**config.mk**
```make
export PLATFORM = sky130hd
export DESIGN_NAME = video_timing_align
export DESIGN_NICKNAME = d
export VERILOG_FILES = /design/src/rtl/video_timing_align.sv
export SDC_FILE = /design/constraint.sdc
export NUM_CORES = 1
export LEC_CHECK = 0
export BUFFER_PORTS_ARGS = -buffer_cell sky130_fd_sc_hd__buf_4
export CORE_MARGIN = 2
export CORE_UTILIZATION = 28
export CTS_BUF_LIST = sky130_fd_sc_hd__clkbuf_4 sky130_fd_sc_hd__clkbuf_8
export CTS_CLUSTER_SIZE = 8
export DETAILED_ROUTE_END_ITERATION = 10
export PLACE_DENSITY = 0.49
export SKIP_LAST_GASP = 1
export SLEW_MARGIN = 20
export SYNTH_ARGS = -nofsm -noshare
export SYNTH_HDL_FRONTEND = slang
export SYNTH_SLANG_ARGS = --single-unit
```
**constraint.sdc**
```tcl
create_clock -name Clock -period 2.6 [get_ports Clock]
set_input_delay 0.65 -clock Clock [delete_from_list [all_inputs] [get_ports Clock]]
set_output_delay 0.65 -clock Clock [all_outputs]
set_load 0.03 [all_outputs]
```
**src/rtl/video_timing_align.sv**
```systemverilog
// video_timing_align: re-aligns source video timing with the output of the
// 3x3 window filter, blacks out window-border pixels and keeps active video
// black until the frame format has been measured as stable.
//
// Ports
//   Clock, Reset        pixel clock, asynchronous active-low reset
//   i_pixelData [23:0]  filtered pixel from the window filter
//   i_rawPixel  [23:0]  unfiltered pixel, aligned with the i_* timing inputs
//   i_HSync/i_VSync/i_HBlank/i_VBlank/i_VDE  source timing
//   o_pixelData [23:0]  aligned output pixel
//   o_HSync/o_VSync/o_HBlank/o_VBlank/o_VDE  timing delayed by LATENCY cycles
//   o_locked            high while the FSM is in RUN
//   o_fmtChange         one-cycle pulse on a line-length / line-count change
//
// Build option: define BORDER_MASK_EN to include the border masking logic;
// without it BORDER is ignored and locked active video passes i_pixelData.
module video_timing_align #(
    parameter int unsigned LATENCY    = 4,
    parameter int unsigned XADRSWidth = 11,
    parameter int unsigned YADRSWidth = 10,
    parameter int unsigned BORDER     = 1
) (
    input  logic        Clock,
    input  logic        Reset,
    input  logic [23:0] i_pixelData,
    input  logic [23:0] i_rawPixel,
    input  logic        i_HSync,
    input  logic        i_VSync,
    input  logic        i_HBlank,
    input  logic        i_VBlank,
    input  logic        i_VDE,
    output logic [23:0] o_pixelData,
    output logic        o_HSync,
    output logic        o_VSync,
    output logic        o_HBlank,
    output logic        o_VBlank,
    output logic        o_VDE,
    output logic        o_locked,
    output logic        o_fmtChange
);

    localparam int unsigned DW = 29;

    typedef enum logic [1:0] {WAIT_VS, MEASURE, RUN} state_t;

    // Elaboration-time parameter sanity checks
    if (LATENCY < 1 || LATENCY > 15) begin : g_bad_latency
        $error("video_timing_align: LATENCY must be 1..15");
    end
    if (BORDER >= (32'd1 << YADRSWidth)) begin : g_bad_border
        $error("video_timing_align: BORDER does not fit the counters");
    end

    // Delay line over timing + raw pixel; the output registers form the
    // final stage, so 'cur' is the stage feeding them and the previous
    // value of every delayed timing bit is simply the matching o_* register.
    logic [DW-1:0] tap_in;
    logic [DW-1:0] cur;

    assign tap_in = {i_HSync, i_VSync, i_HBlank, i_VBlank, i_VDE, i_rawPixel};

    if (LATENCY > 1) begin : g_dly
        logic [DW-1:0] sr [LATENCY-1];
        always_ff @(posedge Clock or negedge Reset) begin
            if (!Reset) begin
                for (int i = 0; i < int'(LATENCY) - 1; i++) sr[i] <= '0;
            end else begin
                sr[0] <= tap_in;
                for (int i = 1; i < int'(LATENCY) - 1; i++) sr[i] <= sr[i-1];
            end
        end
        assign cur = sr[LATENCY-2];
    end else begin : g_nodly
        assign cur = tap_in;
    end

    logic        d_hs, d_vs, d_hb, d_vb, d_vde;
    logic [23:0] d_raw;
    assign {d_hs, d_vs, d_hb, d_vb, d_vde, d_raw} = cur;

    logic vde_fall_c;
    logic vs_rise_c;
    assign vde_fall_c = !d_vde && o_VDE;
    assign vs_rise_c  = d_vs && !o_VSync;

    logic [XADRSWidth-1:0] hcnt, line_len;
    logic [YADRSWidth-1:0] vcnt, frame_lines;
    logic                  first_line, len_ok;
    logic                  len_mis_c;

    // hcnt already includes the last active pixel when the fall is seen,
    // so it is the completed line length.
    assign len_mis_c = (hcnt != line_len);

    // Position counters, format measurement and per-frame stability tracking
    always_ff @(posedge Clock or negedge Reset) begin
        if (!Reset) begin
            hcnt        <= '0;
            vcnt        <= '0;
            line_len    <= '0;
            frame_lines <= '0;
            first_line  <= 1'b1;
            len_ok      <= 1'b0;
        end else begin
            if (vde_fall_c) begin
                hcnt     <= '0;
                line_len <= hcnt;
            end else if (d_vde && (hcnt != '1)) begin
                hcnt <= hcnt + XADRSWidth'(1);
            end

            if (vs_rise_c) begin
                vcnt        <= '0;
                frame_lines <= vcnt;
            end else if (vde_fall_c && (vcnt != '1)) begin
                vcnt <= vcnt + YADRSWidth'(1);
            end

            // First line of a frame only sets the reference length
            if (vs_rise_c) begin
                first_line <= 1'b1;
                len_ok     <= 1'b1;
            end else if (vde_fall_c) begin
                first_line <= 1'b0;
                if (!first_line && len_mis_c) len_ok <= 1'b0;
            end
        end
    end

    state_t state, state_nxt;
    logic   fmt_c;

    always_ff @(posedge Clock or negedge Reset) begin
        if (!Reset) state <= WAIT_VS;
        else        state <= state_nxt;
    end

    // Lock FSM; a single pulse covers simultaneous length and count mismatches
    always_comb begin
        state_nxt = state;
        fmt_c     = 1'b0;
        case (state)
            WAIT_VS: begin
                if (vs_rise_c) state_nxt = MEASURE;
            end
            MEASURE: begin
                if (vs_rise_c && len_ok && (vcnt != '0)) state_nxt = RUN;
            end
            RUN: begin
                if ((vde_fall_c && len_mis_c) ||
                    (vs_rise_c && (vcnt != frame_lines))) begin
                    state_nxt = MEASURE;
                    fmt_c     = 1'b1;
                end
            end
            default: state_nxt = WAIT_VS;
        endcase
    end

`ifdef BORDER_MASK_EN
    localparam logic [XADRSWidth-1:0] BX = XADRSWidth'(BORDER);
    localparam logic [YADRSWidth-1:0] BY = YADRSWidth'(BORDER);

    // Border hit; a border at least as wide as the line/frame masks all of it
    logic border_hit_c;
    always_comb begin
        border_hit_c = 1'b0;
        if (BORDER != 0) begin
            border_hit_c = (hcnt < BX) || (BX >= line_len) || (hcnt >= line_len - BX) ||
                           (vcnt < BY) || (BY >= frame_lines) || (vcnt >= frame_lines - BY);
        end
    end
`endif

    // Output pixel selection
    logic [23:0] pix_c;
    always_comb begin
        pix_c = i_pixelData;
        if (!d_vde) begin
            pix_c = d_raw;
        end else if (state != RUN) begin
            pix_c = '0;
        end
`ifdef BORDER_MASK_EN
        else if (border_hit_c) begin
            pix_c = '0;
        end
`endif
    end

    // Output stage: last tap of the timing delay plus the selected pixel
    always_ff @(posedge Clock or negedge Reset) begin
        if (!Reset) begin
            o_pixelData <= '0;
            o_HSync     <= 1'b0;
            o_VSync     <= 1'b0;
            o_HBlank    <= 1'b0;
            o_VBlank    <= 1'b0;
            o_VDE       <= 1'b0;
            o_locked    <= 1'b0;
            o_fmtChange <= 1'b0;
        end else begin
            o_pixelData <= pix_c;
            o_HSync     <= d_hs;
            o_VSync     <= d_vs;
            o_HBlank    <= d_hb;
            o_VBlank    <= d_vb;
            o_VDE       <= d_vde;
            o_locked    <= (state_nxt == RUN);
            o_fmtChange <= fmt_c;
        end
    end

endmodule
```
==> impl_metrics.tcl <==
set metrics [dict create \
    status "finished clean" \
    synthCells 386 \
    synth_common_cells "163 x dfrtp_1, 43 x nand2_1, 25 x xor2_1" \
    wl_per_cell_um 12.9 \
    start_util_pct 28.5 \
    ir_worst_vdd_uv 508 \
    drt_first_pass_iters 4 \
    power_mw 5.32 \
    grt_pass1_wl_um 16400 \
    fmax_ghz 0.506 \
    cp_slowest_cell "o41ai_4" \
    yosysMostFrequentCell "dfrtp_1" \
    gr-usage-met1_pct 13.7 \
    slew_headroom_pct 42.2 \
    hold_ws_ns 0.146 \
    grtUsageMet3_pct 4.51 \
    place_inst 724 \
    rr_worst_depth 6 \
    vias 3172 \
    synthArstFlopShare_pct 100 \
    required_ns 2.92 \
    syn_area_mm2 0.00554 \
    use_met2_pct 14.6 \
    fin_nets 536 \
    cts_max_path_buffers 2 \
    tightest_slew_ns 0.865 \
    place.gp.congestion 0.766 \
    ys_warn_count 0 \
    cp.depth 6 \
    cp-start-kind "register" \
    cap_violations 0 \
    report.final.slew_viol_count 0 \
    antenna_found_initial 0 \
    crit_fanout 13 \
    drt_iter0_markers 145 \
    cts_tree "yes" \
    final_layout_size_suffix_gt1_share_pct 28.5 \
    busiest_layer "met2" \
    instances_no_fill 756 \
    crit_buf_inv 0 \
    cts.sinks 164 \
    grtUsageTotal_pct 10.2 \
    synth-seq-cells 164 \
    critPathMaxStageDelay_ns 0.63 \
    synthTopCellsByArea "dfrtp_1 74%, xor2_1 4.0%, a22o_1 3.8%" \
    cp.arrival_ns 2.30 \
    rows 51 \
    cts_buffers 17 \
    synth.top_cell.area_share_pct 73.6 \
    synth_top_cell_by_area "dfrtp_1" \
    final_antenna_net_count 0 \
    power_density_mw_per_mm2 767 \
    skew_ns 0.0107 \
    setup_tns_ns 0 \
    clk_pin_slew_ns 0.09 \
    avgViaCountPerCell 4.20 \
    crit_family "compound AO/OA/AOI/OAI gates" \
    grt_pass1_vias 3255 \
    core_mm2 0.0195 \
    min_period_over_period_pct 76.0 \
    hpwl_um 6540 \
    ys.flop_type "dfrtp_1" \
    io_pins 86 \
    p_leak_nw 3.36 \
    drc 0 \
    root_buffer "clkbuf_8" \
    dieHeight_um 145 \
    fin_crit_ns 1.98 \
    path_cells "ha_1 > nand2_1 > o41ai_4 > and2_2 > o21ai_1 > o41ai_1" \
    hold_path.class "in -> async" \
    grt_max_degree 67 \
    cts_resized 0 \
    wl_um 9770 \
    die_x_um 145 \
    post_cts_buffers 0 \
    hold_viol 0 \
    yosysSeqAreaShare_pct 74.1 \
    synth_edf_count 0 \
    area_growth_pct 25.2 \
    setup_viol 0 \
    grt_setup_unrepaired "no" \
    grt-ovfl-total 0 \
    final_util_pct 35.7 \
    antennaDiodeCount 0 \
    crit_type "reg -> reg" \
    ctsHtreeMaxLevel 4 \
    clock_latency_ns 0.44 \
    cp-end-kind "register" \
    syn_avg_cell_area_um2 14.4 \
    cts_hold_buf 0 \
    port_buffers 85 \
    dieArea_mm2 0.0209 \
    syn_nets 444 \
    ys_types 45 \
]
through the flow:
stage,cell area [um2],worst slack [ns]
after detailed placement,6500,0.639
after global placement,6500,0.697
final,6940,0.625
after CTS,6940,0.611
after floorplan,5540,1.01
after global routing,6940,0.490
per-layer routing:
layer | vias up | wire length, um
met5 | - | 0
met4 | 0 | 90
met3 | 5 | 668
met2 | 77 | 4440
met1 | 1600 | 4570
li1 | 1490 | -
sequential cells by signal, summed over array words and instances (netlist names), 2 cells and up:
register	cells
frame_lines	10
state	2
vcnt	10
o_pixelData	24
hcnt	11
g_dly.sr	58
line_len	11
cur	29
path summary, 6_finish.rpt:
kind | to | start | slack, ns
min in group Clock | g_dly.sr[67]$_DFF_PN0_ | i_rawPixel[9] | 0.31
worst min-delay path | g_dly.sr[65]$_DFF_PN0_ | Reset | 0.15
max in group asynchronous | hcnt[0]$_DFFE_PN0P_ | Reset | 1.75
worst min register to register | cur[18]$_DFF_PN0_ | g_dly.sr[47]$_DFF_PN0_ | 0.35
worst max-delay path | hcnt[5]$_DFFE_PN0P_ | hcnt[0]$_DFFE_PN0P_ | 0.62
worst max register to register | hcnt[5]$_DFFE_PN0P_ | hcnt[0]$_DFFE_PN0P_ | 0.62
layout make-up:
type | instances | area (um2)
Clock inverter | 13 | 181
Multi-Input combinational cell | 198 | 1330
Sequential cell | 164 | 4110
Tap cell | 265 | 332
Fill cell | 1886 | 12500
Timing Repair Buffer | 90 | 704
Clock buffer | 19 | 262
Inverter | 7 | 26.3
power breakdown:
part | switching (mW) | internal (mW) | leakage (nW)
Sequential | 0.105 | 2.71 | 2.03
Combinational | 0.288 | 0.221 | 1.11
Clock | 0.961 | 1.04 | 0.223
cell usage in the layout, fill, tap and decap left out, drive strengths merged, types with 4 or more instances in the layout:
master / count
dfrtp: 163
buf: 90
nand2: 43
xor2: 25
a22o: 24
clkbuf: 19
nor2: 19
inv: 16
mux2: 10
o21ai: 10
nand4: 8
nand3: 8
nor4: 5
a21oi: 5
xnor2: 4
nor3: 4
cells by family after synthesis:
| kind of cell | Yosys count | synth area share [%] |
|---|---|---|
| mux | 13 | 2.57 |
| flops | 164 | 74.1 |
| xor+xnor | 29 | 4.58 |
| compound gates | 52 | 7.45 |
| fa+ha+maj | 3 | 0.678 |
| buf+inv | 24 | 1.96 |
| simple gates | 101 | 8.65 |
(Power assumes the default switching activity.)
